`src/rtl/ma_sched_pkg.sv`:
```
// Shared types and defaults for the moving-average burst scheduler.
// Holds the FSM state enum, filter defaults and the requester-id width helper.
package ma_sched_pkg;

    typedef enum logic [1:0] {
        S_IDLE   = 2'd0,
        S_CLEAR  = 2'd1,
        S_STREAM = 2'd2,
        S_DRAIN  = 2'd3
    } state_t;

    localparam int SAMPLE_W_DEF    = 6;
    localparam int WINDOW_SIZE_DEF = 4;
    localparam int NUM_REQ_DEF     = 4;

    // A one-bit id is still needed for two requesters, so never return zero.
    function automatic int idWidth(input int n);
        return (n <= 2) ? 1 : $clog2(n);
    endfunction

    localparam int ID_W_DEF = idWidth(NUM_REQ_DEF);

endpackage

```
`src/rtl/ma_burst_scheduler_rr_arbiter.sv`:
```
// Combinational round-robin pick: first requester at or after i_ptr wins.
// Produces a one-hot grant, the winner index and a valid flag.
module rr_arbiter #(
    parameter int NUM_REQ = 4,
    parameter int ID_W    = 2
) (
    input  logic [NUM_REQ-1:0] i_req,
    input  logic [ID_W-1:0]    i_ptr,
    output logic [NUM_REQ-1:0] o_grant,
    output logic [ID_W-1:0]    o_idx,
    output logic               o_valid
);

    logic [ID_W-1:0] w_cand;

    always_comb begin
        o_grant = '0;
        o_idx   = '0;
        o_valid = 1'b0;
        w_cand  = '0;
        for (int k = 0; k < NUM_REQ; k++) begin
            w_cand = ID_W'((int'(i_ptr) + k) % NUM_REQ);
            if (!o_valid && i_req[w_cand]) begin
                o_valid         = 1'b1;
                o_grant[w_cand] = 1'b1;
                o_idx           = w_cand;
            end
        end
    end

endmodule

```
`src/rtl/ma_burst_scheduler.sv`:
```
// Round-robin burst scheduler feeding a shared moving-average filter.
// Optional burst preemption is compiled in with MA_SCHED_TIMEOUT_EN.
module ma_burst_scheduler
    import ma_sched_pkg::*;
#(
    parameter int NUM_REQ     = 4,
    parameter int SAMPLE_W    = SAMPLE_W_DEF,
    parameter int WINDOW_SIZE = WINDOW_SIZE_DEF,
    parameter int MAX_BURST   = 16
) (
    input  logic                          i_clk,
    input  logic                          i_reset,
    input  logic [NUM_REQ-1:0]            i_req,
    input  logic [NUM_REQ-1:0]            i_in_valid,
    input  logic [NUM_REQ-1:0]            i_in_last,
    input  logic [NUM_REQ*SAMPLE_W-1:0]   i_in_data,
    output logic [NUM_REQ-1:0]            o_in_ready,
    output logic [NUM_REQ-1:0]            o_grant,
    output logic                          o_filt_clr,
    output logic                          o_filt_load,
    output logic [SAMPLE_W-1:0]           o_filt_data,
    output logic                          o_res_valid,
    output logic [idWidth(NUM_REQ)-1:0]   o_res_id,
    output logic                          o_busy
);

    localparam int ID_W   = idWidth(NUM_REQ);
    localparam int FILL_W = $clog2(WINDOW_SIZE + 1);

    if (NUM_REQ < 2 || NUM_REQ > 8 || WINDOW_SIZE < 1 || MAX_BURST < 1) begin : gParamCheck
        $error("ma_burst_scheduler: unsupported parameter value");
    end

    state_t              r_state;
    logic                r_drainLast;
    logic [NUM_REQ-1:0]  r_grant;
    logic [ID_W-1:0]     r_ownerId;
    logic [ID_W-1:0]     r_rrPtr;
    logic [FILL_W-1:0]   r_fillCnt;
    logic                r_filtClr;
    logic                r_filtLoad;
    logic [SAMPLE_W-1:0] r_filtData;
    logic                r_resValid;
    logic [ID_W-1:0]     r_resId;
    logic                r_busy;

    logic [NUM_REQ-1:0]  w_arbGrant;
    logic [ID_W-1:0]     w_arbIdx;
    logic                w_arbValid;
    logic                w_hs;
    logic                w_ownerReq;
    logic                w_ownerLast;
    logic [SAMPLE_W-1:0] w_ownerData;
    logic                w_timeout;
    logic                w_exit;

    rr_arbiter #(
        .NUM_REQ (NUM_REQ),
        .ID_W    (ID_W)
    ) uArb (
        .i_req   (i_req),
        .i_ptr   (r_rrPtr),
        .o_grant (w_arbGrant),
        .o_idx   (w_arbIdx),
        .o_valid (w_arbValid)
    );

    assign o_in_ready  = (r_state == S_STREAM) ? r_grant : '0;
    assign w_hs        = |(i_in_valid & o_in_ready);
    assign w_ownerReq  = i_req[r_ownerId];
    assign w_ownerLast = i_in_last[r_ownerId];
    assign w_ownerData = i_in_data[r_ownerId*SAMPLE_W +: SAMPLE_W];

`ifdef MA_SCHED_TIMEOUT_EN
    localparam int BURST_W = $clog2(MAX_BURST + 1);
    logic [BURST_W-1:0] r_burstCnt;

    // The handshake that brings the count up to the limit is the last one accepted.
    assign w_timeout = w_hs && (r_burstCnt == BURST_W'(MAX_BURST - 1));

    always_ff @(posedge i_clk) begin
        if (i_reset) begin
            r_burstCnt <= '0;
        end else if (r_state == S_CLEAR) begin
            r_burstCnt <= '0;
        end else if (r_state == S_STREAM && w_hs) begin
            r_burstCnt <= r_burstCnt + BURST_W'(1);
        end
    end
`else
    assign w_timeout = 1'b0;
`endif

    assign w_exit = (w_hs && w_ownerLast) || !w_ownerReq || w_timeout;

    always_ff @(posedge i_clk) begin
        if (i_reset) begin
            r_state     <= S_IDLE;
            r_drainLast <= 1'b0;
            r_grant     <= '0;
            r_ownerId   <= '0;
            r_rrPtr     <= '0;
            r_fillCnt   <= '0;
            r_filtClr   <= 1'b0;
            r_filtLoad  <= 1'b0;
            r_filtData  <= '0;
            r_resValid  <= 1'b0;
            r_resId     <= '0;
            r_busy      <= 1'b0;
        end else begin
            r_filtClr  <= 1'b0;
            r_filtLoad <= 1'b0;
            // The filter sum settles on the load cycle, so the flag trails the load by one.
            r_resValid <= r_filtLoad && (r_fillCnt == FILL_W'(WINDOW_SIZE));
            case (r_state)
                S_IDLE: begin
                    if (w_arbValid) begin
                        r_grant   <= w_arbGrant;
                        r_ownerId <= w_arbIdx;
                        r_resId   <= w_arbIdx;
                        r_filtClr <= 1'b1;
                        r_busy    <= 1'b1;
                        r_state   <= S_CLEAR;
                    end
                end
                S_CLEAR: begin
                    r_fillCnt <= '0;
                    r_state   <= S_STREAM;
                end
                S_STREAM: begin
                    if (w_hs) begin
                        r_filtData <= w_ownerData;
                        r_filtLoad <= 1'b1;
                        if (r_fillCnt != FILL_W'(WINDOW_SIZE)) begin
                            r_fillCnt <= r_fillCnt + FILL_W'(1);
                        end
                    end
                    if (w_exit) begin
                        r_drainLast <= 1'b0;
                        r_state     <= S_DRAIN;
                    end
                end
                S_DRAIN: begin
                    if (r_drainLast) begin
                        r_rrPtr <= ID_W'((int'(r_ownerId) + 1) % NUM_REQ);
                        r_grant <= '0;
                        r_busy  <= 1'b0;
                        r_state <= S_IDLE;
                    end else begin
                        r_drainLast <= 1'b1;
                    end
                end
                default: begin
                    r_state <= S_IDLE;
                end
            endcase
        end
    end

    assign o_grant     = r_grant;
    assign o_filt_clr  = r_filtClr;
    assign o_filt_load = r_filtLoad;
    assign o_filt_data = r_filtData;
    assign o_res_valid = r_resValid;
    assign o_res_id    = r_resId;
    assign o_busy      = r_busy;

endmodule

```
`config.mk`:
```
export PLATFORM = sky130hd
export DESIGN_NAME = ma_burst_scheduler
export DESIGN_NICKNAME = d
export VERILOG_FILES = /design/src/rtl/ma_sched_pkg.sv /design/src/rtl/ma_burst_scheduler_rr_arbiter.sv /design/src/rtl/ma_burst_scheduler.sv
export SDC_FILE = /design/constraint.sdc
export NUM_CORES = 1
export LEC_CHECK = 0
export ABC_AREA = 1
export CAP_MARGIN = 20
export CORE_AREA = 2 2 82 84
export CTS_BUF_LIST = sky130_fd_sc_hd__clkbuf_4 sky130_fd_sc_hd__clkbuf_8 sky130_fd_sc_hd__clkbuf_16
export CTS_CLUSTER_SIZE = 16
export DETAILED_ROUTE_END_ITERATION = 6
export DIE_AREA = 0 0 84 86
export PLACE_DENSITY = 0.52
export SETUP_SLACK_MARGIN = 0.1
export SLEW_MARGIN = 20
export SYNTH_ARGS = -nofsm -noshare
export SYNTH_HDL_FRONTEND = slang
export SYNTH_SLANG_ARGS = --single-unit
```
`constraint.sdc`:
```
create_clock -name i_clk -period 2.5 [get_ports i_clk]
set_clock_uncertainty 0.15 [all_clocks]
set_input_delay 0.75 -clock i_clk [delete_from_list [all_inputs] [get_ports i_clk]]
set_output_delay 0.75 -clock i_clk [all_outputs]
set_load 0.03 [all_outputs]
```
# --- After elaboration in Yosys (flattened, before gate mapping) ---
# Cells that the tools add are included.
word_totals:
  register_bits: 24
  in_bits: 38
  word_cells: 121
classes:
  n_addsub: 5
  multipliers: 1
  magnitude_cmp: 9
  eq_ne: 10
  n_shift: 1
  muxes: 50
  bitwise_logic: 6
  reduce_logical: 28
ops:
  columns: ["op", "count"]
  rows:
  - ["$mux W4", 7]
  - ["$shiftx A24 B6 Y6", 1]
  - ["$mux W1", 19]
  - ["$lt A2 B3 Y1 const B", 5]
  - ["$mux W2", 7]
  - ["$bmux W1 S2", 6]
  - ["$or A4 B4 Y4", 3]
  - ["$logic_and A1 B1 Y1", 9]
  - ["$reduce_and A3 Y1", 3]
  - ["$demux W1 S2", 4]
  - ["$ge A2 B1 Y1 const B", 4]
  - ["$pmux W2 S4", 1]
  - ["$pmux W4 S2", 1]
  - ["$reduce_and A2 Y1", 4]
  - ["$mux W3", 2]
  - ["$ne A2 B2 Y1 const B", 3]
  - ["$pmux W3 S2", 1]
  - ["$reduce_bool A2 Y1", 3]
  - ["$add A2 B1 Y2 const B", 2]
  - ["$add A2 B2 Y2 const B", 2]
  - ["$and A4 B4 Y4", 1]
  - ["$eq A2 B2 Y1 const B", 2]
  - ["$logic_not A1 Y1", 4]
  - ["$mul A2 B2 Y4 const B", 1]
  - ["other kinds (11)", 15]

# --- Logic depth before layout (Yosys ltp) ---
depth:
  ltp_word: 14
  mapped_depth: 13

# --- By module ---
# Synthesis repeated with hierarchy kept, for this count alone.
hier_totals:
  cells_unflattened: 274
  area_unflattened_um2: 1848.0
modules_own_cells:
  columns: ["module", "n_inst", "cells_per_inst", "area_per_inst_um2", "seq_area_each_um2"]
  rows:
  - ["ma_burst_scheduler", 1, 200, 1407.6, 480.5]
  - ["rr_arbiter", 1, 74, 440.4, 0.0]

# --- Worst setup path after synthesis ---
# OpenSTA, ideal clock, no wires.
synth_timing:
  path_type: "reg-to-reg"
  startpoint: "register r_rrPtr[0]"
  endpoint: "register r_grant[0] (netlist: o_grant[0])"
  setup_ns: 0.135
  arrival_ns: 1.720
  setup_slack_ns: 0.495
  stages_incl_launch_ff: 13
  path_buffers: 0
  period_less_slack_ns: 2.005
  cell_sequence: "dfxtp_1 > inv_2 > ha_1 > inv_1 > nand3_1 > nand2_1 > nand2_2 > nor2_4 > nand2_4 > nand2_2 > inv_2 > nand2_1 > a21oi_2"
synth_via:
  elab_chain_len: 14
  word_cells_on_any_way: 52
  classes_between: "add/sub (3); order compare (8); eq/ne (1); mux (26); bitwise (3); reduce/logical (11)"
synth_lines:
  columns: ["element", "line_no", "rtl"]
  rows:
  - ["start, declared", "ma_burst_scheduler.sv:38", "logic [ID_W-1:0] r_rrPtr;"]
  - ["start signal, assigned", "ma_burst_scheduler.sv:145", "r_rrPtr <= ID_W'((int'(r_ownerId) + 1) % NUM_REQ);"]
  - ["parallel branches: the longest is 14 deep, another holds $lt A2 B3 Y1", null, null]
  - ["end signal, assigned", "ma_burst_scheduler.sv:118", "r_grant <= w_arbGrant;"]
  - ["end, declared", "ma_burst_scheduler.sv:36", "logic [NUM_REQ-1:0] r_grant;"]
# Parallel ways; which one is timed is not known. The select of a mux whose other input is x is not followed.
# A chain may end at the register's enable or synchronous reset.

# --- Final worst setup path ---
layout_timing:
  startpoint: "register r_grant[0] (netlist: o_grant[0])"
  endpoint: "output o_grant[0]"
layout_lines:
  columns: ["element", "line_no", "rtl"]
  rows:
  - ["end, declared", "ma_burst_scheduler.sv:18", "output logic [NUM_REQ-1:0] o_grant,"]
# No word-level cell between the ends.

==> key figures <==
Critical path
  • CP Buf/Inv Count: 1
  • Sort of element at the start of the critical path: register
  • CP max FO: 4
  • Termination of the worst setup path: o_grant[0]
  • Worst Reg-to-Reg Cells: 11
  • WP data arrival: 1360 ps
  • Beginning of the critical path: o_grant[0]
  • Data required time of the worst path: 1600 ps
  • Worst reg2reg startpoint: r_rrPtr[1]
  • Type of destination of the critical path: output port
  • Flop-to-flop setup slack: 580 ps
  • Critical path class: reg2out
  • Cells along the critical path: clkdlybuf4s50_1
  • Crit Reg-Reg Endpoint: o_grant[1]
  • Slowest cell delay on critical path: 690 ps
  • CP delay by family, top: buffers and inverters
  • Master of the slowest instance on the critical path: sky130_fd_sc_hd__clkdlybuf4s50_1
  • Worst path depth: 1

Place
  • Placer's final routability congestion estimate: 0.8503
  • Sum of net half-perimeters after detailed placement: 3883 µm
  • Total of buffers placed on input and output ports: 57

Pwr
  • Proportion of power drawn by the clock network: 14.4%
  • Psw: 0.7349 mW
  • Total power density per cell area: 640.5 mW/mm²
  • Sequential cell fraction of total power: 29.7%
  • Reported leakage power: 1.158 nW
  • Internal power component: 0.9160 mW
  • Combinational share of power: 55.8%
  • Max IR drop VDD: 0.5180 mV
  • Switching part of the total: 44.51%
  • Total Power: 1.651 mW

Synth
  • Sequential share of the synthesized area: 26.25%
  • Post-synth top flop: sky130_fd_sc_hd__dfxtp_1
  • Post-synth EDFFs: 0
  • Dominant cell by count in the synthesized netlist: sky130_fd_sc_hd__nand2_1
  • Nets in the synthesized netlist: 327
  • Cell taking the most area after synthesis: sky130_fd_sc_hd__dfxtp_1
  • Gate count after technology mapping: 276
  • Number of distinct library cells after synthesis: 29
  • Post-synth design cell area: 0.001831 mm²
  • Register bit total from synthesis: 24
  • Most instantiated cells after synthesis: sky130_fd_sc_hd__nand2_1 (53), sky130_fd_sc_hd__nor2_1 (42), sky130_fd_sc_hd__o21ai_0 (26)
  • Main area contributors after synthesis: sky130_fd_sc_hd__dfxtp_1 (26%), sky130_fd_sc_hd__nand2_1 (11%), sky130_fd_sc_hd__ha_1 (8.9%)
  • Yosys top cell area share: 26.25%
  • Yosys warning count: 0
  • Post-synth ARST share: 0%
  • Syn avg cell area: 6.632 µm²

Timing
  • Slew of the pin with the lowest slew margin: 453.4 ps
  • Slew HR: 69.74%
  • Number of hold-slack violations in the final timing report: 0
  • Number of max-slew violations in the final report: 0
  • Fmax: 0.4423 GHz
  • Setup tns final: 0 ps
  • Final setup violation count: 0
  • RSZ-0062 raised after global routing: no
  • Period utilization: 90.45%
  • Final min period: 2261 ps
  • Worst hold margin: 296.9 ps

Finish
  • Area grow syn2layout: 40.81%
  • Ratio of cells with drive above 1 in the final layout: 14.71%
  • Number of nets in the layout: 393
  • Antenna cell count: 0

Floorplan
  • Die area: 0.007224 mm²
  • Die height: 86 µm
  • Effective utilization at floorplan: 29.16%
  • IO Count: 58
  • Core box area: 0.006277 mm²
  • Site Rows: 29
  • Die Width: 84 µm

Clock network
  • Buffer cell driving the clock tree root: sky130_fd_sc_hd__clkbuf_8
  • Number of buffers created by CTS: 3
  • Number of instances resized during post-cts repair: 4
  • Number of clock sinks: 24
  • Postcts setup bufs: 0
  • Worst-skew pair later-pin latency: 270 ps
  • Largest buffer count on any clock path: 2
  • Clock Pin Slew Worst Setup and Hold Paths: 80 ps
  • CTS H-tree lvls: 1
  • Hold buffer count at CTS: 0
  • CTS tree: done

Outcome
  • Result of the run: completed

Job
  • MaxCap Viol Count: 0

Route
  • Total number of vias: 1,890
  • Vias per cell: 4.532
  • Remaining antenna violation count: 0
  • WL final: 4894 µm
  • Routed wire length per instance: 11.74 µm
  • DRT Pass-1 Iters: 4
  • # DRC: 0
  • Number of violations reported at the end of detailed-routing iteration 0: 45

GRT
  • Global router's overall resource usage: 14.15%
  • GR Overflow Total: 0
  • Vias in the first global route: 1,797
  • Maximum number of pins on one net before global-route repair: 19
  • Antenna violations before repair: 0
  • First-pass GRT wire length: 8376 µm

Hold path
  • Worst hold path class: reg2reg
==> registers in the layout (all words and copies together) (netlist names) <==
signal,cells
o_filt_data,6
o_filt_load,1
r_rrPtr,2
o_grant,4
o_res_id,2
r_fillCnt,3
o_busy,1
r_drainLast,1
o_filt_clr,1
o_res_valid,1
r_state,2
==> cell type report <==
type | count | area (µm²)
inverter | 30 | 115.1
multi-input combinational | 214 | 1201
sequential | 24 | 480.5
timing repair buffer | 69 | 643.1
fill | 684 | 3700
clock buffer | 3 | 41.29
tap | 77 | 96.34
==> cells by family after synthesis <==
family          after synthesis  synth area share (%)
simple gates                142                 38.14
compound gates               57                 17.50
buf+inv                      38                 8.270
flops                        24                 26.25
fa+ha+maj                    13                 8.886
xor+xnor                      2                0.9571
==> routing by layer <==
| metal | vias up | share of wire [%] | wire length, µm | track usage, % |
|---|---|---|---|---|
| li1 | 1027 | - | - | - |
| met2 | 61 | 43 | 2119 | 23.13 |
| met4 | 0 | 1.0 | 51 | 3.812 |
| met5 | - | 0 | 0 | 0 |
| met1 | 798 | 49 | 2403 | 18.18 |
| met3 | 4 | 6.5 | 320 | 4.331 |
==> placed cells by master, fill, tap and decap left out, types with 3 or more instances in the layout <==
cell type	count
sky130_fd_sc_hd__a21boi_0	4
sky130_fd_sc_hd__a21oi_1	16
sky130_fd_sc_hd__a21oi_2	4
sky130_fd_sc_hd__a31oi_1	6
sky130_fd_sc_hd__buf_4	13
sky130_fd_sc_hd__clkbuf_2	3
sky130_fd_sc_hd__clkbuf_8	3
sky130_fd_sc_hd__clkdlybuf4s50_1	53
sky130_fd_sc_hd__dfxtp_1	24
sky130_fd_sc_hd__ha_1	12
sky130_fd_sc_hd__inv_1	24
sky130_fd_sc_hd__inv_2	4
sky130_fd_sc_hd__nand2_1	53
sky130_fd_sc_hd__nand2_2	11
sky130_fd_sc_hd__nand2_4	5
sky130_fd_sc_hd__nand3_1	21
sky130_fd_sc_hd__nand4_1	5
sky130_fd_sc_hd__nor2_1	42
sky130_fd_sc_hd__o21ai_0	26
==> power by group through the flow <==
stage	Clock, mW	Combinational, mW	Sequential (mW)
3_5_place_dp	0	0.936	0.500
4_1_cts	0.250	0.938	0.492
2_1_floorplan	0	0.546	0.581
6_report	0.238	0.921	0.491
3_3_place_gp	0	0.940	0.502
5_1_grt	0.261	1.04	0.499
==> worst min path at each step <==
stage                     cells past startpoint     endpoint   startpoint  slack [ps]
after floorplan                               2  r_drainLast  r_drainLast         300
final                                         2  o_res_valid  o_filt_load         300
after global routing                          2  o_res_valid  o_filt_load         340
after detailed placement                      2  o_res_valid  o_filt_load         290
after global placement                        2  o_res_valid  o_filt_load         280
after CTS                                     2  o_res_valid  o_filt_load         300
==> through the flow <==
step	utilization [%]	worst slack (ps)	cells	instance area, µm²
final	41.06	238.9	417	2577
after global routing	41.06	169.4	417	2577
after CTS	41.24	105.4	417	2589
after detailed placement	40.60	9.424	414	2549
after global placement	40.60	9.864	414	2549
after floorplan	-	495.4	276	1831
(Power assumes the default switching activity.)
